File: src/rtl/core_mul_unit.sv
// core_mul_unit: iterative 32x32->32 integer multiplier sitting on the
// dispatch single-issue port. Retires STEP_BITS multiplier bits per cycle
// and hands the low product word back through a valid/ready writeback port.

package core_mul_pkg;
  typedef logic [31:0] word;
  typedef logic [15:0] hword;
  typedef logic [3:0]  reg_num;

  typedef struct packed {
    reg_num      rd;
    reg_num      rs1;
    reg_num      rs2;
    logic [19:0] imm;
  } insn_data_t;

  typedef struct packed {
    logic [6:0] opcode;
    insn_data_t data;
  } insn_decode;
endpackage

module core_mul_unit
  import core_mul_pkg::*;
#(
  parameter int STEP_BITS = 2  // legal: 1, 2, 4
) (
  input  logic       clk,
  input  logic       rst_n,
  input  logic       start,
  input  insn_decode dec,
  input  word        op_a,
  input  word        op_b,
  input  logic       wb_ready,
  output logic       busy,
  output hword       pending_mask,
  output logic       wb_valid,
  output reg_num     wb_rd,
  output word        wb_value
);

  localparam int N  = 32 / STEP_BITS;
  localparam int CW = $clog2(N);

  localparam logic [1:0] ST_IDLE = 2'd0;
  localparam logic [1:0] ST_RUN  = 2'd1;
  localparam logic [1:0] ST_WB   = 2'd2;

  logic [1:0]    state_q, state_d;
  logic [CW-1:0] cnt_q, cnt_d;
  word           acc_q, acc_d;
  word           mcand_q, mcand_d;
  word           mplier_q, mplier_d;
  reg_num        rd_q, rd_d;
  word           pp;

  // Only dec.data.rd matters here; fold the rest into a sink net.
  logic unused_dec;
  assign unused_dec = ^{dec.opcode, dec.data.rs1, dec.data.rs2, dec.data.imm};

  // Partial product of the multiplicand and the low STEP_BITS multiplier bits.
  // The multiplicand register is pre-shifted each step, so no per-iteration
  // shift is needed here.
  always_comb begin
    // NOTE: every always_comb output gets a default first so no path can
    // leave it unassigned and infer a latch.
    pp = '0;
    for (int i = 0; i < STEP_BITS; i++) begin
      if (mplier_q[i]) pp = pp + (mcand_q << i);
    end
  end

  // Next-state and datapath update for the IDLE -> RUN -> WB sequence.
  always_comb begin
    state_d  = state_q;
    cnt_d    = cnt_q;
    acc_d    = acc_q;
    mcand_d  = mcand_q;
    mplier_d = mplier_q;
    rd_d     = rd_q;
    unique case (state_q)
      ST_IDLE: begin
        if (start) begin
          state_d  = ST_RUN;
          cnt_d    = CW'(N - 1);
          acc_d    = '0;
          mcand_d  = op_a;
          mplier_d = op_b;
          rd_d     = dec.data.rd;
        end
      end
      ST_RUN: begin
        acc_d    = acc_q + pp;
        mcand_d  = mcand_q << STEP_BITS;
        mplier_d = mplier_q >> STEP_BITS;
        if (cnt_q == '0) state_d = ST_WB;
        else             cnt_d   = cnt_q - CW'(1);
      end
      ST_WB: begin
        // Result held until accepted; a start seen here is ignored.
        if (wb_ready) state_d = ST_IDLE;
      end
      default: state_d = ST_IDLE;
    endcase
  end

  // Control state: reset abandons any operation in flight.
  always_ff @(posedge clk or negedge rst_n) begin
    if (!rst_n) begin
      state_q <= ST_IDLE;
      cnt_q   <= '0;
    end else begin
      // NOTE: sequential state uses non-blocking assignments so every
      // register samples pre-edge values regardless of statement order.
      state_q <= state_d;
      cnt_q   <= cnt_d;
    end
  end

  // Datapath registers: only meaningful while busy.
  always_ff @(posedge clk) begin
    // NOTE: no reset here on purpose; these values are qualified by the
    // control state and are always loaded before they are observed.
    acc_q    <= acc_d;
    mcand_q  <= mcand_d;
    mplier_q <= mplier_d;
    rd_q     <= rd_d;
  end

  assign busy         = (state_q != ST_IDLE);
  assign wb_valid     = (state_q == ST_WB);
  assign pending_mask = busy ? (hword'(1) << rd_q) : '0;
  assign wb_rd        = rd_q;
  assign wb_value     = acc_q;

  // Dispatch must stall on busy; a start here is a protocol violation.
  a_no_start_while_busy : assert property (
    @(posedge clk) disable iff (!rst_n) !(start && busy)
  ) else $warning("core_mul_unit: start while busy ignored");

endmodule
File: config.mk
export PLATFORM = sky130hd
export DESIGN_NAME = core_mul_unit
export DESIGN_NICKNAME = d
export VERILOG_FILES = /design/src/rtl/core_mul_unit.sv
export SDC_FILE = /design/constraint.sdc
export NUM_CORES = 1
export LEC_CHECK = 0
export ABC_AREA = 1
export CORE_UTILIZATION = 58
export DETAILED_ROUTE_END_ITERATION = 10
export GPL_ROUTABILITY_DRIVEN = 1
export PLACE_DENSITY = 0.85
export SKIP_CTS_REPAIR_TIMING = 1
export SLEW_MARGIN = 20
export SYNTH_ARGS = -nofsm -noshare
export SYNTH_HDL_FRONTEND = slang
export SYNTH_SLANG_ARGS = --single-unit
export TNS_END_PERCENT = 100
File: constraint.sdc
create_clock -name clk -period 7 [get_ports clk]
set_input_delay 0.7 -clock clk [delete_from_list [all_inputs] [get_ports clk]]
set_output_delay 0.7 -clock clk [all_outputs]
set_load 0.03 [all_outputs]
==> run summary, run 1 <==
Synth area leaders -> edfxtp_1 (35%), nand2_1 (14%), ha_1 (7.6%)
routed wire length -> 21.80 mm
CP max FO -> 33
IO Count -> 161
H-tree depth -> 3
Post-synth EDFFs -> 100
final hold viol count -> 0
iteration count of the initial detailed-routing pass -> 6
row cnt -> 44
measured slew at the worst slew-check pin -> 0.9529 ns
pin count of the biggest net entering global routing -> 84
post-synthesis instance area -> 0.008617 mm^2
Die Area -> 0.01535 mm^2
vias in the first global route -> 7,469
Reg clk slew, reported paths -> 0.08 ns
die height -> 123.9 um
CTS tree -> done
final net count -> 1,438
Finish-stage setup viols -> 0
Placer Congestion -> 0.9370
skew final -> 0.01132 ns
setup TNS -> 0 ns
Sequential Area -> 0.003153 mm^2
P&R area growth vs syn -> 19.69%
CTS Buf Count -> 9
wire length per cell -> 14.87 um
Netlist cell types -> 48
routed vias/inst -> 5.563
gr busiest metal -> met2
area of the multi-input gates -> 0.004830 mm^2
port bufs -> 125
final max-slew violation count -> 0
diode count -> 0
initial core utilization -> 59.29%
WS Path Type -> flip-flop to flip-flop
initial drt markers -> 684
Min-Delay Path Class -> flip-flop to flip-flop
Worst path max stage delay -> 0.75 ns
Syn Area/Cell -> 7.390 um^2
post-synth top area share -> 34.85%
core area -> 0.01453 mm^2
Synth Flop Type -> edfxtp_1
met2 Resource Use GR -> 49.79%
fin crit period -> 4.745 ns
GR Layer Usage met3 -> 5.495%
Tcrit/Tclk final -> 67.78%
post-detail-place hpwl -> 16.22 mm
Max Root-Sink Buffers -> 2
critical path's most frequent cell -> nand3_1
CP top delay family -> simple AND/OR/NAND/NOR gates
GRT Total Usage -> 29.15%
Setup crit end kind -> flip-flop
outcome -> finished, final reports clean
Filler cells -> 1,184
synth warn -> 0
buffers plus inverters on the worst setup path -> 2
DR DRC count -> 0
clk root buf -> clkbuf_16
clk sinks -> 106
initial antenna violation count -> 0
M1 GR Usage -> 38.15%
required time worst endpoint -> 7.13 ns
fmax -> 0.2108 GHz
Synth area leader -> edfxtp_1
Post-Syn Nets -> 1,327
total congestion overflow -> 0
CP Launch Type -> flip-flop
CP max stage cell -> edfxtp_1
RSZ-0062 raised after global routing -> no
first-pass GRT wire length -> 34.69 mm
Arrival @ worst endpoint -> 4.87 ns
Cells after Synth -> 1,166
number of synthesized register bits -> 106
routed via count -> 8,156
Seq/Total Area, Yosys -> 36.59%
FFs w/ async S/R, synth -> 5.660%
worst-skew pair later-pin latency -> 0.37 ns
relative slew slack -> 36.40%
critical-path cell list -> buf_4 -> nand2_1 -> inv_1 -> ha_1 -> a31oi_1 -> o21ai_0 -> a21oi_2 -> nand3_2 -> or2_2 -> nand3_1 -> o21ai_0 -> ha_1 -> nand4_1 -> nor2_1 -> nand3_1 -> nand3_1 -> nand3_1 -> nand2_1 -> nand3_1 -> nand2_1 -> nor2_1
Die Wd -> 123.9 um
share of post-route cells with drive strength above 1 -> 7.800%
Antenna Nets Post-Route -> 0
reported max-cap violation count -> 0
[sequential cells by signal, indices dropped and copies added (netlist names)]
name      cells
mcand_q      32
state_q       2
cnt_q         4
mplier_q     32
wb_rd         4
wb_value     32
[stage by stage]
step | hold WS, ns | util [%] | setup WS (ns) | cell area [um^2] | instances
2_1_floorplan | 0.4044 | - | 3.153 | 8617 | 1166
3_3_place_gp | 0.4532 | 68.89 | 2.463 | 10010 | 1450
3_5_place_dp | 0.4686 | 68.89 | 2.310 | 10010 | 1450
4_1_cts | 0.4793 | 70.96 | 2.310 | 10310 | 1466
5_1_grt | 0.5278 | 70.96 | 1.893 | 10310 | 1466
6_report | 0.4709 | 70.96 | 2.255 | 10310 | 1466
[placed cells by master (no fill, tap or decap), drive strengths merged, types with 7 or more instances in the layout]
cell	count
a31oi	12
clkdlybuf4s50	125
ha	52
nand2	363
or2	8
nand3	73
a21oi	97
o21bai	7
o21ai	109
clkbuf	10
nor2	105
edfxtp	100
o21a	9
inv	142
nor3	9
xor2	10
a21o	8
nand4	7
[synthesized netlist by cell type (7+ instances only)]
master and instances:
nand2_4 8, nand2_1 329, inv_2 8, o21ai_1 10
nor3_1 9, nand3_1 66, ha_1 52, o21bai_1 7
nand4_1 7, a31oi_1 12, edfxtp_1 100, xor2_1 10
o21a_1 9, nor2_2 7, a21oi_1 94, nand2_2 26
o21ai_0 93, inv_1 128, a21o_1 8, nor2_1 92
clkbuf_1 23
[layout make-up]
class                   count  area share, %
well taps                 184          2.232
flip-flops and latches    106          30.57
clock inverters             6         0.6066
inverters                 136          4.950
clock buffers              10          2.317
multi-input cells         894          46.83
repair buffers            130          12.50
[per-layer routing]
metal | vias to the layer above | part of all wire, %
met5 | - | 0
met4 | 0 | 1.6
met3 | 27 | 5.8
met2 | 259 | 48
met1 | 3738 | 45
li1 | 4132 | -
[final timing paths]
check / slack, ns / endpoint / depth (start not counted) / from
setup reg to reg: 2.26 / wb_value[31] / 21 / mplier_q[0]
setup / recovery: 2.26 / wb_value[31] / 21 / mplier_q[0]
hold / removal: 0.47 / cnt_q[0] / 1 / cnt_q[0]
hold reg to reg: 0.47 / cnt_q[0] / 1 / cnt_q[0]
max in group asynchronous: 6.21 / cnt_q[3] / 1 / rst_n
min in group asynchronous: 0.57 / cnt_q[0] / 1 / rst_n
[kinds of logic after synthesis]
logic type / share of synthesized area, %
AOI/OAI and AO/OA: 16.64
xor gates and xnor gates: 1.626
adders and majority gates: 8.015
buffers and inverters: 7.536
DFF: 36.59
and+or+nand+nor: 29.59
Power of run 1 is left out: the tool's default activity adds up to more than one toggle a clock period on the data nets, which glitch-free logic cannot reach.
==> run 2: changes to the inputs <==
--- a/config.mk
+++ b/config.mk
@@ -6,10 +6,10 @@
 export NUM_CORES = 1
 export LEC_CHECK = 0
 export ABC_AREA = 1
-export CORE_UTILIZATION = 58
+export CORE_UTILIZATION = 54
 export DETAILED_ROUTE_END_ITERATION = 10
 export GPL_ROUTABILITY_DRIVEN = 1
-export PLACE_DENSITY = 0.85
+export PLACE_DENSITY = 0.8
 export SKIP_CTS_REPAIR_TIMING = 1
 export SLEW_MARGIN = 20
 export SYNTH_ARGS = -nofsm -noshare
==> constraint.sdc (replaced) <==
create_clock -name clk -period 4.8 [get_ports clk]
set_input_delay 0.48 -clock clk [delete_from_list [all_inputs] [get_ports clk]]
set_output_delay 0.48 -clock clk [all_outputs]
set_load 0.03 [all_outputs]
==> run 2 against run 1 <==
Against the previous run: clock skew shrank 0.00069 ns; critical path depth grew 1; final cell count grew 2.0%; global-route usage shrank 2.6 points; highest routed layer unchanged; clock-buffer cell count shrank 1.
==> run summary, run 2 (same netlist as run 1, synthesis figures left out) <==
final hold viol count -> 0
commonest non-fill, non-tap cell in the layout -> nand2_1
area post-placement -> 0.01007 mm^2
required time worst endpoint -> 4.92 ns
initial core utilization -> 56.06%
clk sinks -> 106
Tcrit/Tclk final -> 91.82%
Filler cells -> 1,339
final max-slew violation count -> 0
post-detail-place hpwl -> 15.97 mm
placed cells -> 1,479
worst reg-to-reg setup slack -> 0.39 ns
RSZ-0062 raised after global routing -> no
H-tree depth -> 3
iteration count of the initial detailed-routing pass -> 5
CP Launch Type -> flip-flop
setup TNS -> 0 ns
fin cells -> 1,495
die height -> 128.3 um
WS Path Type -> flip-flop to flip-flop
first-pass GRT wire length -> 34.51 mm
Die Area -> 0.01647 mm^2
port bufs -> 125
Hold WS -> 0.3578 ns
Antenna Nets Post-Route -> 0
IO Count -> 161
vias in the first global route -> 7,377
wire length per cell -> 14.05 um
outcome -> finished, final reports clean
DR DRC count -> 0
clk root buf -> clkbuf_16
fmax -> 0.2269 GHz
pin count of the biggest net entering global routing -> 84
initial drt markers -> 542
relative slew slack -> 45.87%
initial antenna violation count -> 0
fin crit period -> 4.407 ns
Arrival @ worst endpoint -> 4.52 ns
Finish-stage setup viols -> 0
GRT Total Usage -> 26.52%
Min-Delay Path Class -> primary input to async pin
CP max FO -> 46
diode count -> 0
worst-skew pair later-pin latency -> 0.37 ns
total congestion overflow -> 0
routed wire length -> 21.00 mm
CTS tree -> done
Die Wd -> 128.3 um
final net count -> 1,440
Reg clk slew, reported paths -> 0.08 ns
Placer Congestion -> 0.9358
CTS Buf Count -> 9
most frequent cells in the layout -> nand2_1 (328), inv_1 (127), clkdlybuf4s50_1 (125)
reported max-cap violation count -> 0
Setup crit end kind -> flip-flop
core area -> 0.01537 mm^2
routed via count -> 8,009
routed vias/inst -> 5.357
measured slew at the worst slew-check pin -> 0.8120 ns
P&R area growth vs syn -> 20.28%
Max Root-Sink Buffers -> 2
Final Cell Area -> 0.01036 mm^2
share of post-route cells with drive strength above 1 -> 7.866%
row cnt -> 45
skew final -> 0.01063 ns
## run 2: critical path, cell delays in order, from the launching register on
cell and delay [ns]:
edfxtp_1 0.50, buf_12 0.25, nand2_1 0.10, inv_1 0.07, ha_1 0.27, a21oi_1 0.09, a21boi_4 0.24, a21o_1 0.18
nand2_1 0.08, nand2_2 0.11, nand2_1 0.09, nand2_1 0.13, nand3_1 0.13, nand2_1 0.10, nand2_1 0.07, nand3_1 0.07
o21ai_1 0.12, ha_1 0.43, nand2_1 0.13, nor4_1 0.47, nand4_1 0.23, a21oi_1 0.20, nor2_1 0.07
## run 2: cell type report
type                    count  area [um^2]  area share [%]
well taps                 211        264.0           2.547
multi-input cells         894         4830           46.60
flip-flops and latches    106         3153           30.42
inverters                 136        510.5           4.925
clock inverters             7        66.31          0.6398
repair buffers            132         1316           12.70
clock buffers               9        225.2           2.173
## run 2: worst paths after layout
check / end / depth (start not counted) / startpoint
worst max-delay path: wb_value[29] / 22 / mplier_q[0]
worst min-delay path: cnt_q[0] / 1 / rst_n
worst max register to register: wb_value[29] / 22 / mplier_q[0]
worst min register to register: cnt_q[0] / 1 / cnt_q[0]
max in group asynchronous: cnt_q[2] / 1 / rst_n
min in group clk: cnt_q[0] / 1 / cnt_q[0]
## run 2: metrics by stage
stage | util [%] | worst slack, ns
2_1_floorplan | - | 0.9528
3_3_place_gp | 65.54 | 0.6400
3_5_place_dp | 65.54 | 0.5563
4_1_cts | 67.43 | 0.5237
5_1_grt | 67.43 | 0.1365
6_report | 67.43 | 0.3927
## run 2: routing by layer
metal / wire (um) / global-route usage, %
met5: 0 / 0
met4: 284 / 5.952
met3: 1365 / 4.967
met2: 9935 / 44.80
met1: 9415 / 35.37
Power of run 2 is left out for the same reason.
==> run 3: changes to the inputs <==
--- a/config.mk
+++ b/config.mk
@@ -6,10 +6,11 @@
 export NUM_CORES = 1
 export LEC_CHECK = 0
 export ABC_AREA = 1
-export CORE_UTILIZATION = 54
+export CORE_UTILIZATION = 24
 export DETAILED_ROUTE_END_ITERATION = 10
 export GPL_ROUTABILITY_DRIVEN = 1
-export PLACE_DENSITY = 0.8
+export PLACE_DENSITY = 0.41
+export SETUP_SLACK_MARGIN = 0.1
 export SKIP_CTS_REPAIR_TIMING = 1
 export SLEW_MARGIN = 20
 export SYNTH_ARGS = -nofsm -noshare
==> run 3 against run 2 <==
Against the previous run: core utilization fell by 37 points; sequential share of layout area is 1.1 points lower; flip-flop and latch count is the same; hold slack got worse by 0.0073 ns; via count decreased by 2.9%; critical path depth rose by 2; clock skew up 0.0082 ns; first-iteration DRC count shrank 26%; largest cell class unchanged; routed wire length grew 28%; critical endpoint is now wb_value[25]; die area up 120%.
==> run summary, run 3 (same netlist as run 1, synthesis figures left out) <==
Reg clk slew, reported paths -> 0.09 ns
port bufs -> 125
iteration count of the initial detailed-routing pass -> 5
most frequent cells in the layout -> nand2_1 (328), inv_1 (127), clkdlybuf4s50_1 (125)
worst-skew pair later-pin latency -> 0.38 ns
reported max-cap violation count -> 0
CTS tree -> done
total congestion overflow -> 0
clk sinks -> 106
DR DRC count -> 0
post-detail-place hpwl -> 20.48 mm
final max-slew violation count -> 0
measured slew at the worst slew-check pin -> 0.9171 ns
pin count of the biggest net entering global routing -> 77
commonest non-fill, non-tap cell in the layout -> nand2_1
CP max FO -> 23
routed wire length -> 26.88 mm
setup TNS -> 0 ns
final net count -> 1,444
CTS Buf Count -> 9
fmax -> 0.2317 GHz
IO Count -> 161
Finish-stage setup viols -> 0
fin crit period -> 4.316 ns
worst setup path start -> mplier_q[0]
CP Launch Type -> flip-flop
skew final -> 0.01879 ns
initial core utilization -> 24.29%
Die Area -> 0.03667 mm^2
outcome -> finished, final reports clean
core area -> 0.03548 mm^2
relative slew slack -> 38.77%
final hold viol count -> 0
RR Startpoint -> mplier_q[0]
Antenna Nets Post-Route -> 0
diode count -> 0
vias in the first global route -> 7,865
Arrival @ worst endpoint -> 4.46 ns
RSZ-0062 raised after global routing -> no
DP Worst Slack -> 0.3777 ns
Tcrit/Tclk final -> 89.92%
clk root buf -> clkbuf_16
initial drt markers -> 403
row cnt -> 69
required time worst endpoint -> 4.94 ns
initial antenna violation count -> 0
Min-Delay Path Class -> primary input to async pin
Placer Congestion -> 0.8271
Max Root-Sink Buffers -> 2
routed via count -> 7,778
Setup crit end kind -> flip-flop
H-tree depth -> 3
share of post-route cells with drive strength above 1 -> 8.385%
Die Wd -> 191.5 um
R2R depth -> 24
wire length per cell -> 15.37 um
GRT Total Usage -> 14.92%
fin worst setup slack -> 0.4840 ns
routed vias/inst -> 4.447
die height -> 191.5 um
first-pass GRT wire length -> 42.22 mm
P&R area growth vs syn -> 24.81%
WS Path Type -> flip-flop to flip-flop
[run 3: per-layer routing]
layer | GRT usage (%) | part of all wire (%)
met1 | 19.63 | 48
met2 | 25.29 | 47
met3 | 2.882 | 3.6
met4 | 2.839 | 0.67
met5 | 0 | 0
[run 3: path summary, 6_finish.rpt]
kind                                end  slack (ns)
max                        wb_value[25]        0.48
min                            cnt_q[1]        0.35
max reg2reg                wb_value[25]        0.48
min reg2reg                    cnt_q[0]        0.47
max in group asynchronous      cnt_q[2]        4.21
min in group clk               cnt_q[0]        0.47
[run 3: stage by stage]
step           area, um^2  util [%]  cells  hold slack, ns
2_1_floorplan        8617         -   1166          0.1844
3_3_place_gp        10400     29.31   1731          0.4582
3_5_place_dp        10400     29.31   1731          0.4598
4_1_cts             10720     30.20   1747          0.3531
5_1_grt             10760     30.31   1749          0.3686
6_report            10760     30.31   1749          0.3505
[run 3: cell type report]
cell class                      instances  area (um^2)
Clock buffer                            9        225.2
Clock inverter                          7        88.84
Fill cell                            3846        24730
Inverter                              136        510.5
Multi-Input combinational cell        894         4837
Sequential cell                       106         3153
Tap cell                              461        576.8
Timing Repair Buffer                  136         1364
[run 3: worst max-delay path, cell delays in order (launching register included)]
cell,delay (ns)
edfxtp_1,0.51
buf_12,0.23
nand2_1,0.09
inv_1,0.07
ha_1,0.26
a21oi_1,0.22
a21boi_4,0.13
a31oi_1,0.29
xor2_1,0.10
o21ai_0,0.46
ha_1,0.37
nand2_1,0.17
nor2_1,0.09
nand3_1,0.08
nand3_1,0.15
a21oi_1,0.16
inv_1,0.10
nand2_1,0.07
nand2_1,0.07
nand2_1,0.07
nand2_1,0.09
nand2_1,0.08
nand2_1,0.08
nor2_1,0.09
nor2_1,0.05
Power of run 3 is left out for the same reason.
